File: config.mk
export PLATFORM = sky130hd
export DESIGN_NAME = conv_result_reader
export DESIGN_NICKNAME = d
export VERILOG_FILES = /design/src/rtl/conv_result_reader.sv
export SDC_FILE = /design/constraint.sdc
export NUM_CORES = 1
export LEC_CHECK = 0
export ABC_AREA = 1
export ABC_CLOCK_PERIOD_IN_PS = 2300
export BUFFER_PORTS_ARGS = -buffer_cell sky130_fd_sc_hd__clkbuf_2
export CAP_MARGIN = 20
export CORE_UTILIZATION = 35
export DETAILED_ROUTE_END_ITERATION = 16
export HOLD_SLACK_MARGIN = 0.1
export PLACE_DENSITY = 0.6
export RECOVER_POWER = 100
export SYNTH_ARGS = -nofsm -noshare
export SYNTH_HDL_FRONTEND = slang
export SYNTH_SLANG_ARGS = --single-unit
File: constraint.sdc
create_clock -name clk -period 2.3 [get_ports clk]
set_input_delay 0.115 -clock clk [delete_from_list [all_inputs] [get_ports clk]]
set_output_delay 0.115 -clock clk [all_outputs]
set_load 0.1 [all_outputs]
File: src/rtl/conv_result_reader.sv
// Captures one ROWSxCOLS binary result map and shows it a row at a time,
// stepped by a synchronized push button, with the row number on a 7-segment digit.
module conv_result_reader #(
    parameter int ROWS        = 6,
    parameter int COLS        = 6,
    parameter int IDX_W       = 3,
    parameter int SYNC_STAGES = 2
) (
    input  logic                   clk,
    input  logic                   rst,
    input  logic                   result_valid,
    input  logic [ROWS*COLS-1:0]   result_flat,
    input  logic                   next_btn,
    input  logic                   abort,
    output logic [COLS-1:0]        row_out,
    output logic [IDX_W-1:0]       row_idx,
    output logic                   row_valid,
    output logic                   done,
    output logic                   dropped,
    output logic [6:0]             seg
);

    typedef enum logic [1:0] {S_IDLE, S_SHOW, S_DONE} state_t;

    localparam logic [IDX_W-1:0] LAST_IDX = IDX_W'(ROWS - 1);
    localparam logic [6:0]       SEG_DASH = 7'b1000000;

    state_t                 state_q;
    logic [ROWS*COLS-1:0]   buf_q;
    logic [COLS-1:0]        row_q;
    logic [IDX_W-1:0]       idx_q;
    logic                   valid_q;
    logic                   done_q;
    logic                   dropped_q;
    logic [6:0]             seg_q;
    logic [SYNC_STAGES-1:0] sync_q;
    logic                   prev_q;
    logic                   next_rise;
    logic [IDX_W-1:0]       idx_inc;

    // Digit for a 0-based row index: the display counts rows from 1.
    function automatic logic [6:0] digitSeg(input logic [IDX_W-1:0] idx);
        case (int'(idx))
            0:       return 7'b0000110;
            1:       return 7'b1011011;
            2:       return 7'b1001111;
            3:       return 7'b1100110;
            4:       return 7'b1101101;
            5:       return 7'b1111101;
            6:       return 7'b0000111;
            7:       return 7'b1111111;
            8:       return 7'b1101111;
            default: return 7'b0000000;
        endcase
    endfunction

    function automatic logic [COLS-1:0] rowOf(input logic [ROWS*COLS-1:0] m,
                                              input logic [IDX_W-1:0]     idx);
        return m[int'(idx)*COLS +: COLS];
    endfunction

    always_ff @(posedge clk or posedge rst) begin
        if (rst) begin
            sync_q <= '0;
            prev_q <= 1'b0;
        end else begin
            sync_q[0] <= next_btn;
            for (int i = 1; i < SYNC_STAGES; i++) begin
                sync_q[i] <= sync_q[i-1];
            end
            prev_q <= sync_q[SYNC_STAGES-1];
        end
    end

    assign next_rise = sync_q[SYNC_STAGES-1] & ~prev_q;
    assign idx_inc   = idx_q + IDX_W'(1);

    // The buffer survives abort so only rst wipes a captured map.
    always_ff @(posedge clk or posedge rst) begin
        if (rst) begin
            state_q   <= S_IDLE;
            buf_q     <= '0;
            row_q     <= '0;
            idx_q     <= '0;
            valid_q   <= 1'b0;
            done_q    <= 1'b0;
            dropped_q <= 1'b0;
            seg_q     <= '0;
        end else begin
            dropped_q <= 1'b0;
            if (abort) begin
                state_q <= S_IDLE;
                row_q   <= '0;
                idx_q   <= '0;
                valid_q <= 1'b0;
                done_q  <= 1'b0;
                seg_q   <= '0;
            end else begin
                case (state_q)
                    S_IDLE, S_DONE: begin
                        if (result_valid) begin
                            buf_q   <= result_flat;
                            state_q <= S_SHOW;
                            idx_q   <= '0;
                            row_q   <= rowOf(result_flat, '0);
                            valid_q <= 1'b1;
                            done_q  <= 1'b0;
                            seg_q   <= digitSeg('0);
                        end else if (state_q == S_DONE && next_rise) begin
                            state_q <= S_IDLE;
                            idx_q   <= '0;
                            done_q  <= 1'b0;
                            seg_q   <= '0;
                        end
                    end
                    S_SHOW: begin
                        if (result_valid) begin
                            dropped_q <= 1'b1;
                        end
                        if (next_rise) begin
                            if (idx_q == LAST_IDX) begin
                                state_q <= S_DONE;
                                row_q   <= '0;
                                valid_q <= 1'b0;
                                done_q  <= 1'b1;
                                seg_q   <= SEG_DASH;
                            end else begin
                                idx_q <= idx_inc;
                                row_q <= rowOf(buf_q, idx_inc);
                                seg_q <= digitSeg(idx_inc);
                            end
                        end
                    end
                    default: state_q <= S_IDLE;
                endcase
            end
        end
    end

    assign row_out   = row_q;
    assign row_idx   = idx_q;
    assign row_valid = valid_q;
    assign done      = done_q;
    assign dropped   = dropped_q;
    assign seg       = seg_q;

endmodule

==> metrics.md, run 1 <==
| Metric | Value |
|---|---|
| Post-Route WL | `about 7 mm` |
| Reg-to-Reg Start | `row_idx[0]$_DFFE_PP0P_` |
| Fin. Hold Viols | `0` |
| Setup Skew | `5.988 ps` |
| Post-synthesis cell count | `369` |
| Synthesized area per cell | `about 8 µm²` |
| Most used cell, CP | `nand2_1` |
| Ys Warns | `0` |
| Synth Register Bits | `60` |
| CTS tree | `built` |
| Area of the core | `approximately 8000 µm²` |
| PwrDens | `approximately 1100 nW/µm²` |
| Worst vdd ir | `roughly 0.00045 V` |
| Setup Total Neg Slack | `0 ps` |
| WP data arrival | `2340 ps` |
| DR pass1 iterations | `4` |
| Synth unique cells | `26` |
| Crit Path Class | `flop to flop` |
| Final setup viols | `0` |
| RSZ-0062 raised after global routing | `false` |
| Non-filler instance count after layout | `between 500 and 600` |
| Share of post-route cells with drive strength above 1 | `0.1751` |
| Type of destination of the critical path | `flop` |
| Die width | `approximately 94 µm` |
| # rows | `33` |
| Sequential share of the synthesized area | `0.5087` |
| # resized after CTS | `0` |
| Clock root cell | `clkbuf_8` |
| P_leak | `2.012 nW` |
| Final nets | `between 500 and 600` |
| CTS max path bufs | `2` |
| Setup ws final | `between 200 and 250 ps` |
| Port Buffers | `slightly below 60` |
| DIE AREA | `about 8800 µm²` |
| Tightest Hold Check Type | `input port to flop` |
| Placer Congestion | `0.8113` |
| Fmax | `a little under 0.5 GHz` |
| CP max FO | `15` |
| DR WL/cell | `12.06 µm` |
| Boundary pin count | `60` |
| Required @ worst endpoint | `roughly 2600 ps` |
| Reg clk slew, reported paths | `roughly 60 ps` |
| Max Cap Violations | `0` |
| First-pass GRT wire length | `11.41 mm` |
| Antenna Nets Post-Route | `0` |
| Grt total ovfl | `0` |
| Via count of the first global-routing pass | `roughly 2600` |
| Critical-path cell list | `inv_2 > ha_1 > nor2_1 > nand2_1 > nand2_1 > nand2_1 > a21oi_1` |
| Die H | `93.83 µm` |
| Pin count of the biggest net entering global routing | `61` |
| Critical path's largest stage delay | `around 550 ps` |
| Antenna cell count | `0` |
| CP max stage cell | `nor2_1` |
| Slew margin rel. | `0.01548` |
| DR iter-0 viols | `roughly 140` |
| Mapped Nets | `slightly above 400` |
| Inserted Clock Buffers | `9` |
| Area grow syn2layout | `30.65%` |
| GRT Overall Usage | `0.1721` |
| Post-DP HPWL | `around 4.9 mm` |
| Initial antenna violation count | `0` |
| Starting density of the core | `0.3610` |
| Cell Area, Synth | `2952 µm²` |
| Placement Setup Slack | `354.1 ps` |
| Hold-fix buffers, CTS | `39` |
| DRC Markers | `0` |
| Crit start category | `flop` |
| CP startpoint | `row_idx[0]$_DFFE_PP0P_` |
| Final period utilization | `0.9006` |
| Tmin final | `between 2000 and 2500 ps` |
| Clk sinks | `60` |
| Synth area leaders | `dfrtp_1 51%, nand2_1 12%, inv_1 6.2%` |
| Worst skew pair latency | `between 300 and 400 ps` |
| H-tree depth | `3` |
| Proportion of netlist area held by the largest area contributor | `0.5087` |
| Vias per cell | `between 4 and 5` |
| Hold wc startpoint | `abort` |
| Placed cell count | `525` |
| Most area-hungry cell type in the Yosys netlist | `dfrtp_1` |
| Measured slew at the worst slew-check pin | `roughly 1500 ps` |
| Post-CTS Setup Bufs | `0` |
| Status | `complete, no violations` |
| Vias | `between 2000 and 3000` |
| Max Slew Vio Count | `0` |
state kept, by name (all words and copies together), names as in the netlist:
register,flops
buf_q,36
done,1
dropped,1
prev_q,1
row_idx,3
row_out,6
row_valid,1
seg,7
state_q,2
sync_q,2
metal layers:
metal | GRT usage | up-vias | routed length [µm] | part of all wire
met5 | 0 | - | 0 | 0
li1 | - | 1343 | - | -
met1 | 0.1976 | 1252 | 3040 | 0.44
met4 | 0.07179 | 0 | 83 | 0.012
met2 | 0.2950 | 56 | 3561 | 0.51
met3 | 0.05340 | 7 | 294 | 0.042
cells in the mapped netlist, drive strengths merged:
cell,count
a21oi,35
buf,9
clkbuf,3
dfrtp,60
ha,4
inv,54
mux2,7
nand2,102
nand3,19
nand4,1
nor2,51
o211ai,1
o21ai,23
placed cells by master (no fill, tap or decap), types with 2 or more instances in the layout:
| cell | Yosys | routed |
|---|---|---|
| nand2_1 | 97 | 98 |
| dfrtp_1 | 60 | 59 |
| inv_1 | 49 | 49 |
| nor2_1 | 46 | 48 |
| clkbuf_2 | 0 | 43 |
| dlygate4sd3_1 | 0 | 39 |
| a21oi_1 | 34 | 34 |
| clkbuf_1 | 3 | 22 |
| o21ai_0 | 18 | 18 |
| nand3_1 | 18 | 17 |
| clkbuf_8 | 0 | 11 |
| mux2_2 | 7 | 7 |
| inv_2 | 4 | 4 |
| o21ai_2 | 4 | 4 |
| ha_1 | 4 | 4 |
| nand2_2 | 4 | 3 |
| nor2_2 | 2 | 2 |
| nand3_2 | 1 | 2 |
| clkinv_2 | 0 | 2 |
per-stage QoR:
step | hold slack [ps] | cell area, µm² | util | total power, W
floorplan | 146.4 | 2953 | - | 0.002993
global placement | 231.7 | 3362 | 0.4112 | 0.003329
detailed placement | 233.9 | 3362 | 0.4112 | 0.003376
CTS | 121.3 | 3921 | 0.4796 | 0.004265
global route | 126.9 | 3856 | 0.4717 | 0.004449
finish | 113.7 | 3856 | 0.4717 | 0.004181
final cells by class:
class	instances	area (µm²)
fill	830	4319
sequential	60	1503
multi-input combinational	243	1167
timing repair buffer	102	680.7
inverter	54	205.2
clock buffer	13	158.9
tap	105	131.4
clock inverter	2	10.01
report_power, final:
group / switching (W) / internal [W]
clock: 0.000393 / 0.000440
sequential: 0.000147 / 0.00135
combinational: 0.00141 / 0.000433
total: 0.00195 / 0.00223
logic make-up (layout without fill, tap and decap cells):
logic type,after synthesis,count (layout),synth area share
buf+inv,66,171,0.09156
simple gates,173,173,0.2488
compound gates,59,59,0.1072
mux,7,7,0.02671
flops,60,60,0.5087
fa+ha+maj,4,4,0.01696
final timing paths:
| kind | to | slack, ps | depth (start not counted) |
|---|---|---|---|
| max | row_out[3]$_DFFE_PP0P_ | 230 | 7 |
| min | seg[1]$_DFFE_PP0P_ | 110 | 4 |
| max reg2reg | row_out[3]$_DFFE_PP0P_ | 230 | 7 |
| min reg2reg | sync_q[1]$_DFF_PP0_ | 360 | 0 |
| max in group asynchronous | row_idx[0]$_DFFE_PP0P_ | 530 | 4 |
| min in group asynchronous | buf_q[17]$_DFFE_PP0P_ | 810 | 4 |
worst max-delay path: cells and delay by family, from the launching register on:
family,cells,cell delay [ps]
AND/OR/NAND/NOR,4,850
adder cells (fa/ha/maj),1,420
AO/OA/AOI/OAI,1,140
flip-flops,1,430
buffers and inverters,1,170
(Power assumes the default switching activity.)
==> run 2, diff against run 1 <==
--- a/config.mk
+++ b/config.mk
@@ -6,13 +6,13 @@
 export NUM_CORES = 1
 export LEC_CHECK = 0
 export ABC_AREA = 1
-export ABC_CLOCK_PERIOD_IN_PS = 2300
+export ABC_CLOCK_PERIOD_IN_PS = 2600
 export BUFFER_PORTS_ARGS = -buffer_cell sky130_fd_sc_hd__clkbuf_2
 export CAP_MARGIN = 20
-export CORE_UTILIZATION = 35
+export CORE_UTILIZATION = 30
 export DETAILED_ROUTE_END_ITERATION = 16
 export HOLD_SLACK_MARGIN = 0.1
-export PLACE_DENSITY = 0.6
+export PLACE_DENSITY = 0.54
 export RECOVER_POWER = 100
 export SYNTH_ARGS = -nofsm -noshare
 export SYNTH_HDL_FRONTEND = slang
==> constraint.sdc (replaced) <==
create_clock -name clk -period 2.6 [get_ports clk]
set_input_delay 0.13 -clock clk [delete_from_list [all_inputs] [get_ports clk]]
set_output_delay 0.13 -clock clk [all_outputs]
set_load 0.1 [all_outputs]
==> run 2 against run 1 <==
  * Non-clock buffer count up 1
  * Clock skew up 0.98 ps
  * Die area up 16%
  * Setup slack better by 240 ps
  * Register-to-register slack better by 240 ps
  * Critical path depth down 3
  * First-iteration DRC count down 48%
  * Core utilization down 5.2 points
  * Final area up 1.9%
==> metrics.md, run 2 (same netlist as run 1, synthesis figures left out) <==
| Metric | Value |
|---|---|
| Status | `complete, no violations (unchanged)` |
| Setup Total Neg Slack | `0 ps (unchanged)` |
| Setup Skew | `6.963 ps (was 5.988 ps)` |
| Via count of the first global-routing pass | `2739 (was 2587)` |
| Slew margin rel. | `0.2149 (was 0.01548)` |
| Post-DP HPWL | `5.423 mm (was 4.860 mm)` |
| P_leak | `2.030 nW (was 2.012 nW)` |
| DR WL/cell | `12.25 µm (was 12.06 µm)` |
| Antenna cell count | `0 (unchanged)` |
| Sw Share | `0.4406 (was 0.4673)` |
| Pin count of the biggest net entering global routing | `26 (was 61)` |
| Final period utilization | `0.8184 (was 0.9006)` |
| Starting density of the core | `0.3150 (was 0.3610)` |
| DIE AREA | `10240 µm² (was 8804 µm²)` |
| Placed cell count | `552 (was 525)` |
| Post-route cell area | `3930 µm² (was 3856 µm²)` |
| Vias per cell | `4.412 (was 4.591)` |
| # resized after CTS | `0 (unchanged)` |
| Measured slew at the worst slew-check pin | `1183 ps (was 1477 ps)` |
| Reg clk slew, reported paths | `60 ps (about the same)` |
| Flop pwr share | `0.335 (was 0.359)` |
| Pwr Total | `0.003933 W (was 0.004181 W)` |
| DRC Markers | `0 (unchanged)` |
| Share of post-route cells with drive strength above 1 | `0.1660 (was 0.1751)` |
| Max Cap Violations | `0 (unchanged)` |
| Fmax | `0.4699 GHz (was 0.4828 GHz)` |
| Tightest Hold Check Type | `input port to flop (unchanged)` |
| Most frequent cells in the layout | `99 x nand2_1, 60 x dfrtp_1, 49 x inv_1 (was 98 x nand2_1, 59 x dfrtp_1, 49 x inv_1)` |
| Non-filler instance count after layout | `605 (was 579)` |
| Crit start category | `flop (unchanged)` |
| Crit Path Class | `flop to flop (unchanged)` |
| Placed Area | `3401 µm² (was 3362 µm²)` |
| Type of destination of the critical path | `flop (unchanged)` |
| Net Sw Power | `0.001733 W (was 0.001954 W)` |
| GRT Overall Usage | `0.1610 (was 0.1721)` |
| DR pass1 iterations | `4 (unchanged)` |
| Clk sinks | `60 (unchanged)` |
| Util after Layout | `0.4194 (was 0.4717)` |
| Worst skew pair latency | `340 ps (was 350 ps)` |
| RSZ-0062 raised after global routing | `false (unchanged)` |
| Fin. Hold Viols | `0 (unchanged)` |
| Initial antenna violation count | `0 (unchanged)` |
| Post-Route WL | `7.412 mm (was 6.980 mm)` |
| Area grow syn2layout | `33.15% (was 30.65%)` |
| H-tree depth | `3 (unchanged)` |
| CTS tree | `built (unchanged)` |
| Final setup viols | `0 (unchanged)` |
| Max reg flops | `36 (unchanged)` |
| Worst vdd ir | `0.0003648 V (was 0.0004477 V)` |
| Register area | `1501 µm² (was 1503 µm²)` |
| # rows | `35 (was 33)` |
| Combinational share of power | `0.416 (was 0.442)` |
| Die H | `101.2 µm (was 93.83 µm)` |
| P_int | `0.002200 W (was 0.002227 W)` |
| CP max FO | `19 (was 15)` |
| Multi-input gate area | `1149 µm² (was 1167 µm²)` |
| Clk pwr share | `0.249 (was 0.199)` |
| DR iter-0 viols | `75 (was 143)` |
| Port Buffers | `59 (unchanged)` |
| PwrDens | `1001 nW/µm² (was 1084 nW/µm²)` |
| Largest Register | `buf_q (unchanged)` |
| Grt total ovfl | `0 (unchanged)` |
| Clock root cell | `clkbuf_8 (unchanged)` |
| Commonest non-fill, non-tap cell in the layout | `nand2_1 (unchanged)` |
| Vias | `2669 (was 2658)` |
| Filler cells | `1002 (was 830)` |
| Final nets | `516 (was 515)` |
| CTS max path bufs | `2 (unchanged)` |
| Required @ worst endpoint | `2820 ps (was 2570 ps)` |
| Max Slew Vio Count | `0 (unchanged)` |
| First-pass GRT wire length | `12.57 mm (was 11.41 mm)` |
| Boundary pin count | `60 (unchanged)` |
| WP data arrival | `2350 ps (was 2340 ps)` |
| Placer Congestion | `0.7833 (was 0.8113)` |
| Antenna Nets Post-Route | `0 (unchanged)` |
| Tmin final | `2128 ps (was 2071 ps)` |
| Inserted Clock Buffers | `9 (unchanged)` |
| Area of the core | `9371 µm² (was 8175 µm²)` |
| Die width | `101.2 µm (was 93.83 µm)` |
run 2: changes by cell type in the layout (fill, tap and decap cells not counted), sizes merged:
cell and delta:
dlygate4sd3 -2, bufinv +2, buf +2, clkbuf +1, clkinv -2, clkinvlp +1
run 2: worst paths after layout:
check | slack, ps | start | cells past startpoint | end
max in group asynchronous | 710 | rst | 4 | buf_q[35]$_DFFE_PP0P_
worst max register to register | 470 | state_q[0]$_DFFE_PP0P_ | 4 | buf_q[29]$_DFFE_PP0P_
worst max-delay path | 470 | state_q[0]$_DFFE_PP0P_ | 4 | buf_q[29]$_DFFE_PP0P_
worst min-delay path | 110 | result_flat[4] | 3 | buf_q[4]$_DFFE_PP0P_
min in group asynchronous | 400 | rst | 3 | seg[0]$_DFFE_PP0P_
worst min register to register | 350 | sync_q[0]$_DFF_PP0_ | 0 | sync_q[1]$_DFF_PP0_
run 2: through the flow:
stage / hold slack (ps) / worst slack, ps
after detailed placement: 115.1 / 611.3
after global placement: 114.0 / 633.3
after CTS: 103.7 / 593.4
after floorplan: 161.4 / 270.7
after global routing: 129.1 / 267.7
final: 113.5 / 472.0
run 2: final cells by class:
class,count,area share
Clock buffer,13,0.04298
Clock inverter,3,0.01719
Inverter,54,0.05221
Multi-Input combinational cell,243,0.2923
Sequential cell,60,0.3820
Tap cell,129,0.04107
Timing Repair Buffer,103,0.1722
run 2: critical path, cell delays in order, from the launching register on:
cell and delay, ps:
dfrtp_1 380, inv_1 90, nand3_1 540, clkbuf_1 590, mux2_2 410
run 2: timing repair:
item                      CTS  global route
setup buffers               0             0
hold endpoints to repair   51             0
hold buffers               37             0
run 2: routing by layer:
layer  track usage  wire, µm  up-vias
li1              -         -     1347
met1        0.1915      3377     1256
met2        0.2800      3635       55
met3       0.04141       269       11
met4       0.06020       130        0
met5             0         0        -
run 2: power by group through the flow:
| stage | Combinational, W | Sequential (W) | Clock, W |
|---|---|---|---|
| 2_1_floorplan | 0.000710 | 0.00194 | 0 |
| 3_3_place_gp | 0.00164 | 0.00133 | 0 |
| 3_5_place_dp | 0.00165 | 0.00134 | 0 |
| 4_1_cts | 0.00170 | 0.00132 | 0.00100 |
| 5_1_grt | 0.00181 | 0.00135 | 0.00105 |
| 6_report | 0.00164 | 0.00132 | 0.000978 |
==> run 3, diff against run 2 <==
--- a/config.mk
+++ b/config.mk
@@ -6,13 +6,13 @@
 export NUM_CORES = 1
 export LEC_CHECK = 0
 export ABC_AREA = 1
-export ABC_CLOCK_PERIOD_IN_PS = 2600
+export ABC_CLOCK_PERIOD_IN_PS = 1900
 export BUFFER_PORTS_ARGS = -buffer_cell sky130_fd_sc_hd__clkbuf_2
 export CAP_MARGIN = 20
 export CORE_UTILIZATION = 30
 export DETAILED_ROUTE_END_ITERATION = 16
 export HOLD_SLACK_MARGIN = 0.1
-export PLACE_DENSITY = 0.54
+export PLACE_DENSITY = 0.56
 export RECOVER_POWER = 100
 export SYNTH_ARGS = -nofsm -noshare
 export SYNTH_HDL_FRONTEND = slang
==> constraint.sdc (replaced) <==
create_clock -name clk -period 1.9 [get_ports clk]
set_input_delay 0.095 -clock clk [delete_from_list [all_inputs] [get_ports clk]]
set_output_delay 0.095 -clock clk [all_outputs]
set_load 0.1 [all_outputs]
==> run 3 against run 2 <==
  * Flip-flop and latch count stayed put
  * Die area stayed put
  * Power is 30% higher
  * Via count is 2.2% lower
  * Core utilization is 0.25 points higher
  * Global-route usage is 0.18 points lower
  * Clock power hardly changed
  * Sequential share of layout area is 0.20 points lower
  * Setup slack worse by 260 ps
  * Largest cell class unchanged
==> metrics.md, run 3 (same netlist as run 1, synthesis figures left out) <==
| Metric | Value |
|---|---|
| Slew margin rel. | `0.2229 (was 0.2149)` |
| Final period utilization | `0.8906 (was 0.8184)` |
| GRT Overall Usage | `0.1592 (was 0.1610)` |
| DIE AREA | `10240 µm² (unchanged)` |
| Inserted Clock Buffers | `9 (unchanged)` |
| Share of post-route cells with drive strength above 1 | `0.2059 (was 0.1660)` |
| Vias | `2609 (was 2669)` |
| DRC Markers | `0 (unchanged)` |
| Die H | `101.2 µm (unchanged)` |
| Post-route cell area | `3954 µm² (was 3930 µm²)` |
| Port Buffers | `59 (unchanged)` |
| Met1 usage | `0.1901 (was 0.1915)` |
| Die width | `101.2 µm (unchanged)` |
| Pin count of the biggest net entering global routing | `41 (was 26)` |
| Initial antenna violation count | `0 (unchanged)` |
| Placer Congestion | `0.8228 (was 0.7833)` |
| Commonest non-fill, non-tap cell in the layout | `nand2_1 (unchanged)` |
| Max Slew Vio Count | `0 (unchanged)` |
| RSZ-0062 raised after global routing | `false (unchanged)` |
| PwrDens | `1292 nW/µm² (was 1001 nW/µm²)` |
| Setup Total Neg Slack | `0 ps (unchanged)` |
| Antenna cell count | `0 (unchanged)` |
| # rows | `35 (unchanged)` |
| Fmax | `0.5910 GHz (was 0.4699 GHz)` |
| Clock root cell | `clkbuf_8 (unchanged)` |
| Type of destination of the critical path | `flop (unchanged)` |
| Worst vdd ir | `0.0007317 V (was 0.0003648 V)` |
| Starting density of the core | `0.3150 (unchanged)` |
| Filler cells | `1043 (was 1002)` |
| Fin. Hold Viols | `0 (unchanged)` |
| Crit Path Class | `flop to flop (unchanged)` |
| Grt peak-use layer | `met2 (unchanged)` |
| First-pass GRT wire length | `12.34 mm (was 12.57 mm)` |
| DR pass1 iterations | `4 (unchanged)` |
| Reg clk slew, reported paths | `70 ps (was 60 ps)` |
| Tightest Hold Check Type | `input port to flop (unchanged)` |
| Placed Area | `3433 µm² (was 3401 µm²)` |
| Setup Skew | `7.683 ps (was 6.963 ps)` |
| Tmin final | `1692 ps (was 2128 ps)` |
| Status | `complete, no violations (unchanged)` |
| Max reg flops | `36 (unchanged)` |
| CP max FO | `10 (was 19)` |
| Post-DP HPWL | `5.157 mm (was 5.423 mm)` |
| DR WL/cell | `11.84 µm (was 12.25 µm)` |
| Measured slew at the worst slew-check pin | `1171 ps (was 1183 ps)` |
| Antenna Nets Post-Route | `0 (unchanged)` |
| Multi-input gate area | `1181 µm² (was 1149 µm²)` |
| Area grow syn2layout | `33.95% (was 33.15%)` |
| Via count of the first global-routing pass | `2689 (was 2739)` |
| CTS tree | `built (unchanged)` |
| Met3 Usage GRT | `0.04141 (unchanged)` |
| Final setup viols | `0 (unchanged)` |
| P_leak | `2.075 nW (was 2.030 nW)` |
| DR iter-0 viols | `84 (was 75)` |
| Max Cap Violations | `0 (unchanged)` |
| Post-CTS Setup Bufs | `0 (unchanged)` |
| Clk sinks | `60 (unchanged)` |
| Boundary pin count | `60 (unchanged)` |
| Area of the core | `9371 µm² (unchanged)` |
| Met2 Track Usage GR | `0.2763 (was 0.2800)` |
| Grt total ovfl | `0 (unchanged)` |
| WP data arrival | `1950 ps (was 2350 ps)` |
| CTS max path bufs | `2 (unchanged)` |
| H-tree depth | `3 (unchanged)` |
| Crit start category | `flop (unchanged)` |
| Required @ worst endpoint | `2160 ps (was 2820 ps)` |
| Post-Route WL | `7.165 mm (was 7.412 mm)` |
| Most frequent cells in the layout | `99 x nand2_1, 59 x dfrtp_1, 54 x clkbuf_2 (was 99 x nand2_1, 60 x dfrtp_1, 49 x inv_1)` |
| Hold Slack | `86.28 ps (was 113.5 ps)` |
| Final nets | `517 (was 516)` |
| Register area | `1503 µm² (was 1501 µm²)` |
| Worst skew pair latency | `340 ps (about the same)` |
| Largest Register | `buf_q (unchanged)` |
| Vias per cell | `4.312 (was 4.412)` |
[run 3: routing by layer]
metal | routed length [µm] | part of all wire
met5 | 0 | 0
met4 | 114 | 0.016
met1 | 3295 | 0.46
met2 | 3519 | 0.49
met3 | 235 | 0.033
[run 3: path summary, 6_finish.rpt]
| kind | start | endpoint | slack (ps) | cells after the start |
|---|---|---|---|---|
| worst min register to register | sync_q[0]$_DFF_PP0_ | sync_q[1]$_DFF_PP0_ | 350 | 0 |
| min in group asynchronous | rst | buf_q[20]$_DFFE_PP0P_ | 480 | 3 |
| worst max-delay path | state_q[1]$_DFFE_PP0P_ | row_idx[2]$_DFFE_PP0P_ | 210 | 7 |
| worst min-delay path | abort | seg[2]$_DFFE_PP0P_ | 90 | 4 |
| max in group asynchronous | rst | buf_q[5]$_DFFE_PP0P_ | 710 | 4 |
| worst max register to register | state_q[1]$_DFFE_PP0P_ | row_idx[2]$_DFFE_PP0P_ | 210 | 7 |
[run 3: per-stage QoR]
step / power [W] / setup slack (ps) / util / std cells
global route: 0.005471 / 53.65 / 0.4219 / 605
detailed placement: 0.004109 / 268.6 / 0.3664 / 551
floorplan: 0.003637 / 5.770 / - / 369
CTS: 0.005204 / 254.5 / 0.4260 / 605
finish: 0.005107 / 207.9 / 0.4219 / 605
global placement: 0.004075 / 224.7 / 0.3664 / 551
[run 3: timing repair]
item	CTS	global route
endpoints found under the hold margin	59	0
hold buffers	39	0
gates resized for setup	0	0
[run 3: report_power, final]
| part | switching (W) | internal (W) |
|---|---|---|
| Combinational | 0.00170 | 0.000581 |
| Sequential | 0.000177 | 0.00164 |
| Clock | 0.000480 | 0.000534 |
[run 3: final cells by class]
type	count	share of cell area
timing repair buffer	104	0.1864
tap	129	0.04082
sequential	60	0.3801
clock buffer	13	0.04019
inverter	54	0.05127
multi-input combinational	243	0.2987
clock inverter	2	0.002532
[run 3: critical path, stage by stage, from the launching register on]
cell	delay (ps)
dfrtp_1	430
inv_1	90
nand2_1	70
nor2_1	290
inv_1	170
nor2_4	290
nand2_4	120
o21ai_0	160
